<file path="src/rtl/la_pll_pkg.sv">
// la_pll_pkg: shared constants for the behavioural PLL model.
//   DIV_W    - width of the output divider counter
//   MAX_ODIV - largest divide ratio the divider counter can hold
package la_pll_pkg;
    localparam int DIV_W    = 10;
    localparam int MAX_ODIV = (1 << DIV_W) - 1;
endpackage

</file>
<file path="src/rtl/la_pll_odiv.sv">
// la_pll_odiv: enable-gated integer clock divider, registered output.
//   clk   - input clock (rising edge)
//   rst_n - asynchronous active-low reset
//   en    - advances the divider when high
//   clk_o - divided clock, high for ODIV/2 cycles then low for the rest
module la_pll_odiv
    import la_pll_pkg::*;
#(
    parameter int ODIV = 2
) (
    input  logic clk,
    input  logic rst_n,
    input  logic en,
    output logic clk_o
);
    localparam int HALF = ODIV / 2;
    localparam logic [DIV_W-1:0] LAST = DIV_W'(ODIV - 1);
    localparam logic [DIV_W-1:0] HIGH = DIV_W'(HALF);

    logic [DIV_W-1:0] div_cnt;

    always_ff @(posedge clk or negedge rst_n) begin
        if (!rst_n) begin
            div_cnt <= '0;
            clk_o   <= 1'b0;
        end else if (en) begin
            div_cnt <= (div_cnt == LAST) ? '0 : div_cnt + 1'b1;
            // odd ratios give the extra cycle to the low phase
            clk_o   <= div_cnt < HIGH;
        end
    end
endmodule

</file>
<file path="src/rtl/la_pll.sv">
// la_pll: behavioural PLL model; locks after LOCK_CYCLES input edges,
// then drives an integer-divided copy of the input clock.
//   clkin1   - reference clock, only clock of the block
//   rst_n    - asynchronous active-low reset
//   clkout0  - divided output clock (ODIV input periods), registered
//   pll_lock - sticky lock indicator, registered
module la_pll
    import la_pll_pkg::*;
#(
    parameter real CLKIN_FREQ  = 148.5,
    parameter int  LOCK_CYCLES = 1024,
    parameter int  ODIV        = 2
) (
    input  logic clkin1,
    input  logic rst_n,
    output logic clkout0,
    output logic pll_lock
);
    localparam int LOCK_W = $clog2(LOCK_CYCLES + 1);
    localparam logic [LOCK_W-1:0] LAST = LOCK_W'(LOCK_CYCLES - 1);

    generate
        if (ODIV < 2 || ODIV > MAX_ODIV)
            $error("la_pll: ODIV must be 2..%0d", MAX_ODIV);
        if (LOCK_CYCLES < 1 || LOCK_CYCLES > 65535)
            $error("la_pll: LOCK_CYCLES must be 1..65535");
        if (CLKIN_FREQ <= 0.0)
            $error("la_pll: CLKIN_FREQ must be positive");
    endgenerate

    logic [LOCK_W-1:0] lock_cnt;

    // counter holds at LAST so it never wraps once locked
    always_ff @(posedge clkin1 or negedge rst_n) begin
        if (!rst_n) begin
            lock_cnt <= '0;
            pll_lock <= 1'b0;
        end else if (!pll_lock) begin
            lock_cnt <= (lock_cnt == LAST) ? lock_cnt : lock_cnt + 1'b1;
            pll_lock <= lock_cnt == LAST;
        end
    end

    la_pll_odiv #(.ODIV(ODIV)) u_odiv0 (
        .clk   (clkin1),
        .rst_n (rst_n),
        .en    (pll_lock),
        .clk_o (clkout0)
    );
endmodule

</file>
<file path="config.mk">
export PLATFORM = sky130hd
export DESIGN_NAME = la_pll
export DESIGN_NICKNAME = d
export VERILOG_FILES = /design/src/rtl/la_pll_pkg.sv /design/src/rtl/la_pll_odiv.sv /design/src/rtl/la_pll.sv
export SDC_FILE = /design/constraint.sdc
export NUM_CORES = 1
export LEC_CHECK = 0
export ABC_AREA = 1
export CORE_MARGIN = 5
export CORE_UTILIZATION = 45
export CTS_BUF_LIST = sky130_fd_sc_hd__clkbuf_4
export CTS_CLUSTER_DIAMETER = 100
export DETAILED_ROUTE_END_ITERATION = 8
export GPL_TIMING_DRIVEN = 0
export PLACE_DENSITY = 0.59
export SLEW_MARGIN = 30
export SYNTH_ARGS = -nofsm -noshare
export SYNTH_HDL_FRONTEND = slang
export SYNTH_HIERARCHICAL = 1
export SYNTH_SLANG_ARGS = --single-unit
</file>
<file path="constraint.sdc">
create_clock -name clkin1 -period 2.9 [get_ports clkin1]
set_input_delay 0.29 -clock clkin1 [delete_from_list [all_inputs] [get_ports clkin1]]
set_output_delay 0.29 -clock clkin1 [all_outputs]
set_load 0.02 [all_outputs]
</file>
==> flow_metrics.tcl, run 1 <==
set metrics [dict create \
    synthCells 165 \
    drt_pass1_iterations 4 \
    fillers 275 \
    clk_latency_ns 0.31 \
    cp.arrival_ns 1.60 \
    swShare_pct 21.91 \
    cts_resized 0 \
    cts_root_buffer "clkbuf_4" \
    r2r_setup_slack_ns 1.49 \
    synth-seq-cells 23 \
    r2r_cells 8 \
    ys_types 22 \
    grt_pass1_vias 907 \
    p_seq_share_pct 67.0 \
    synth_area_sq_um 1308 \
    slew-limit-headroom_pct 66.30 \
    synthMostInstantiatedCell "nand2_1" \
    fin_skew_ns 0.002528 \
    antenna_found_initial 0 \
    grtUsageTotal_pct 12.30 \
    worst_pin_slew_ns 0.5054 \
    yosysWarnings 6 \
    fin_crit_sh_pct 65.06 \
    grt_start_max_net_pins 24 \
    netlist.area_leader.share_pct 44.02 \
    crit_slowest_cell "clkdlybuf4s50_1" \
    initial_core_util_pct 47.01 \
    drtIter0Drc 22 \
    syn_avg_cell_area_sq_um 7.924 \
    cts_tree "yes" \
    p_leak_nw 0.7429 \
    syn2layout_area_growth_pct 7.751 \
    crit_path_end_kind "primary output" \
    hold_violations 0 \
    crit_fanout 11 \
    p_per_area_nw_per_um2 339.6 \
    overflow 0 \
    status "finished, final reports clean" \
    vias 954 \
    async_reset_ff_share_pct 100.0 \
    die_w_um 63.91 \
    clockPowerShare_pct 31.4 \
    cts_max_path_buffers 2 \
    rows 19 \
    cap_violations 0 \
    crit_required_ns 2.61 \
    gp_congestion 0.7513 \
    io_pins 4 \
    cts_buffers 3 \
    switchingPower_mw 0.1048 \
    clock-sinks 23 \
    critPathKind "reg -> out" \
    drc_errors 0 \
    htreeDepth 1 \
    yosys-top-cells-count "nand2_1, inv_1, dfrtp_1, nor2_1, nand3_1" \
    coreArea_sq_um 2781 \
    vdd_drop_max_uv 351.0 \
    critPathBufInv 1 \
    synth-seq-area-share_pct 44.02 \
    rsz0062_at_grt "no" \
    hp-class "in -> async" \
    pwr-share-comb_pct 1.5 \
    routed_wl_um 2160 \
    path_delay_family "buffers and inverters" \
    p_int_mw 0.3736 \
    drive_gt1_share_pct 12.14 \
    wl_per_cell_um 10.59 \
    numPortBuffers 3 \
    crit_chain "clkdlybuf4s50_1" \
    drtAntennaViolNets 0 \
    whs_ns 0.4600 \
    setup_viol 0 \
    fmax_ghz 0.5301 \
    antenna_cells 0 \
    period_needed_ns 1.887 \
    die_y_um 63.91 \
    grt_pass1_wl_um 4064 \
    synth_edf_count 0 \
    tns_ns 0 \
    timing.rr.start "lock_cnt[0]" \
    nets 180 \
    synth_top_cell_by_area "dfrtp_1" \
    maxSlewViolCount 0 \
    synth_area_leaders "dfrtp_1, nand2_1, inv_1, nor2_1, xor2_1" \
    critPathMaxStageDelay_ns 0.68 \
    clkTransAtPathRegs_ns 0.13 \
    worstReg2RegEnd "lock_cnt[5]" \
    startpoint_type "flip-flop" \
    synth_flop_cell "dfrtp_1" \
    dp_hpwl_um 1607 \
    die_area_sq_um 4084 \
    vias_per_cell 4.676 \
    synth_nets 171 \
]
layout make-up:
class,count,area (sq um),area share [%]
multi-input cells,115,628.1,44.58
flip-flops and latches,23,575.6,40.85
clock buffers,3,22.52,1.599
well taps,31,38.79,2.753
clock inverters,1,5.005,0.3552
inverters,27,103.9,7.371
repair buffers,4,35.03,2.487
cells in the final DEF, fill, tap and decap left out:
cell type	synthesis	final
clkdlybuf4s50_1	0	2
inv_4	1	1
xnor2_1	3	3
xor2_1	6	6
nand4_1	2	2
nor2_8	1	1
nand2_2	2	2
a21oi_2	1	1
nor2_2	4	4
a21oi_1	3	3
ha_1	4	4
clkbuf_4	0	3
nand3_4	1	1
o21ai_1	3	3
nand3_1	9	9
nor2_1	16	16
dfrtp_1	23	23
nand2_1	53	53
or2_1	1	1
clkinv_2	0	1
nor2_4	1	1
o21ai_2	1	1
nand3_2	2	2
dlygate4sd3_1	0	1
nand2_4	2	2
inv_1	26	26
buf_2	0	1
power groups by stage:
stage                     Clock, mW  Sequential (mW)  Combinational (mW)
after global routing          0.173            0.321             0.00948
after CTS                     0.160            0.321             0.00821
after detailed placement          0            0.327             0.00718
final                         0.150            0.321             0.00739
after global placement            0            0.327             0.00789
after floorplan                   0            0.327         0.000000403
state kept, by name, summed over array words and instances, names as in the netlist:
register / count
pll_lock: 1
u_odiv0/clk_o: 1
lock_cnt: 11
u_odiv0/div_cnt: 10
through the flow:
| step | util (%) | power, mW | cells | setup WS [ns] | instance area [sq um] |
|---|---|---|---|---|---|
| floorplan | - | 0.3269 | 165 | 1.630 | 1308 |
| global placement | 49.48 | 0.3347 | 199 | 1.297 | 1376 |
| detailed placement | 49.30 | 0.3340 | 199 | 1.359 | 1371 |
| CTS | 50.65 | 0.4893 | 204 | 0.9794 | 1409 |
| global route | 50.65 | 0.5033 | 204 | 0.9258 | 1409 |
| finish | 50.65 | 0.4785 | 204 | 1.013 | 1409 |
how the worst max path moves through the flow:
stage,cells after the start,end,from
after detailed placement,1,pll_lock,pll_lock
after global routing,1,pll_lock,pll_lock
after floorplan,8,lock_cnt[5],lock_cnt[0]
after global placement,1,lock_cnt[4],rst_n
final,1,pll_lock,pll_lock
after CTS,1,pll_lock,pll_lock
timing repair:
item | CTS | global route
hold endpoints to repair | 23 | 0
setup buffers | 0 | 0
hold buffers | 1 | 0
cells by family (layout without fill, tap and decap cells):
family / count (synthesis) / in the layout / synth area share [%]
buf+inv: 27 / 35 / 7.943
fa+ha+maj: 4 / 4 / 3.828
flops: 23 / 23 / 44.02
compound gates: 8 / 8 / 3.636
simple gates: 94 / 94 / 34.55
xor+xnor: 9 / 9 / 6.029
metal layers:
| layer | GRT usage [%] | wire length [um] |
|---|---|---|
| met1 | 16.85 | 1112 |
| met4 | 3.117 | 20 |
| met2 | 18.59 | 955 |
| met3 | 4.203 | 71 |
| met5 | 0 | 0 |
Power figures use the tool's default switching activity.
==> run 2: changes to the inputs <==
==> constraint.sdc (replaced) <==
create_clock -name clkin1 -period 1.8 [get_ports clkin1]
set_input_delay 0.18 -clock clkin1 [delete_from_list [all_inputs] [get_ports clkin1]]
set_output_delay 0.18 -clock clkin1 [all_outputs]
set_load 0.02 [all_outputs]
==> run 2 against run 1 <==
  * Sequential power rose by 61%
  * Routed wire length did not move
  * Count of clock-buffer cells in the layout did not move
  * Non-clock buffer count did not move
  * Design area barely moved
  * Critical path depth did not move
  * Global-route usage did not move
  * Final cell count did not move
  * Largest power group unchanged
==> flow_metrics.tcl, run 2 (synthesis gave the netlist of run 1 again) <==
set metrics [dict create \
    fillers 274 \
    crit_chain "clkdlybuf4s50_1" \
    cap_violations 0 \
    fmax_ghz 0.6047 \
    drtIter0Drc 22 \
    crit_path_end_kind "primary output" \
    final_cell_mix "nand2_1, inv_1, dfrtp_1" \
    nets 180 \
    r2r_cells 8 \
    critPathKind "reg -> out" \
    post_cts_buffers 0 \
    grt_pass1_wl_um 4064 \
    initial_core_util_pct 47.01 \
    crit_slowest_cell "clkdlybuf4s50_1" \
    rsz0062_at_grt "no" \
    coreArea_sq_um 2781 \
    drtAntennaViolNets 0 \
    htreeDepth 1 \
    drive_gt1_share_pct 12.72 \
    io_pins 4 \
    grtUsageTotal_pct 12.30 \
    critPathBufInv 1 \
    clkTransAtPathRegs_ns 0.13 \
    crit_end "pll_lock" \
    worst_slack_ns 0.1463 \
    setup_viol 0 \
    cts_tree "yes" \
    syn2layout_area_growth_pct 7.847 \
    crit_fanout 11 \
    cts_root_buffer "clkbuf_4" \
    routed_wl_um 2160 \
    hold_violations 0 \
    placed_cells 199 \
    vias_per_cell 4.676 \
    period_needed_ns 1.654 \
    maxSlewViolCount 0 \
    drc_errors 0 \
    worst_pin_slew_ns 0.5054 \
    tns_ns 0 \
    grt_pass1_vias 907 \
    dp_hpwl_um 1607 \
    path_depth 1 \
    cts_buffers 3 \
    place_area_sq_um 1371 \
    r2r_setup_slack_ns 0.39 \
    vdd_drop_max_uv 565.4 \
    top_register "lock_cnt" \
    finalPower_mw 0.7708 \
    layout.cells.non_filler 204 \
    fin_area_sq_um 1410 \
    cts_max_path_buffers 2 \
    hp-class "in -> async" \
    largest_reg_flops 11 \
    place_ws_ns 0.3691 \
    status "finished, final reports clean" \
    top_regs "lock_cnt x11, u_odiv0/div_cnt x10" \
    antenna_cells 0 \
    slew-limit-headroom_pct 66.31 \
    antenna_found_initial 0 \
    grt_start_max_net_pins 24 \
    die_w_um 63.91 \
    timing.rr.start "lock_cnt[0]" \
    critPathMaxStageDelay_ns 0.65 \
    crit_required_ns 1.62 \
    die_y_um 63.91 \
    wl_per_cell_um 10.59 \
    p_per_area_nw_per_um2 546.6 \
    rows 19 \
    clock-sinks 23 \
    numPortBuffers 3 \
    path_delay_family "buffers and inverters" \
    drt_pass1_iterations 4 \
    clk_latency_ns 0.31 \
    worstReg2RegEnd "lock_cnt[5]" \
    cp.arrival_ns 1.47 \
    fin_skew_ns 0.002526 \
    startpoint_type "flip-flop" \
    layout_commonest_cell "nand2_1" \
    gp_congestion 0.7513 \
    die_area_sq_um 4084 \
    overflow 0 \
    startpoint "pll_lock" \
    fin_crit_sh_pct 91.87 \
    vias 954 \
    p_leak_nw 0.7412 \
]
[run 2: layout make-up]
cell class | instances | area, sq um | share of cell area (%)
Sequential cell | 23 | 576.8 | 40.91
Multi-Input combinational cell | 115 | 628.1 | 44.54
Clock inverter | 1 | 5.005 | 0.3549
Timing Repair Buffer | 4 | 35.03 | 2.484
Tap cell | 31 | 38.79 | 2.751
Inverter | 27 | 103.9 | 7.365
Clock buffer | 3 | 22.52 | 1.597
[run 2: timing repair]
action,CTS,global route
hold endpoints to repair,23,0
hold buffers,1,0
resized for setup,1,0
setup endpoints to repair,1,0
[run 2: worst min path at each step]
stage	cells after the start	to	slack, ns
finish	2	u_odiv0/div_cnt[2]	0.35
global route	2	u_odiv0/div_cnt[2]	0.40
CTS	2	u_odiv0/div_cnt[2]	0.37
detailed placement	1	u_odiv0/div_cnt[5]	0.19
global placement	2	u_odiv0/clk_o	0.47
floorplan	0	lock_cnt[0]	-0.12
[run 2: layer usage]
layer / routed length, um / up-vias / global-route usage, %
met2: 955 / 8 / 18.59
met4: 20 / 0 / 3.117
met3: 71 / 2 / 4.203
li1: - / 512 / -
met1: 1112 / 432 / 16.85
met5: 0 / - / 0
[run 2: where the power goes]
part	internal, mW	switching, mW
combinational	0.00219	0.00972
clock	0.0831	0.159
sequential	0.517	0
[run 2: through the flow]
stage	hold slack, ns	util (%)
CTS	0.3656	50.70
global route	0.3952	50.70
detailed placement	0.1885	49.30
global placement	0.4679	49.48
finish	0.3499	50.70
floorplan	-0.1156	-
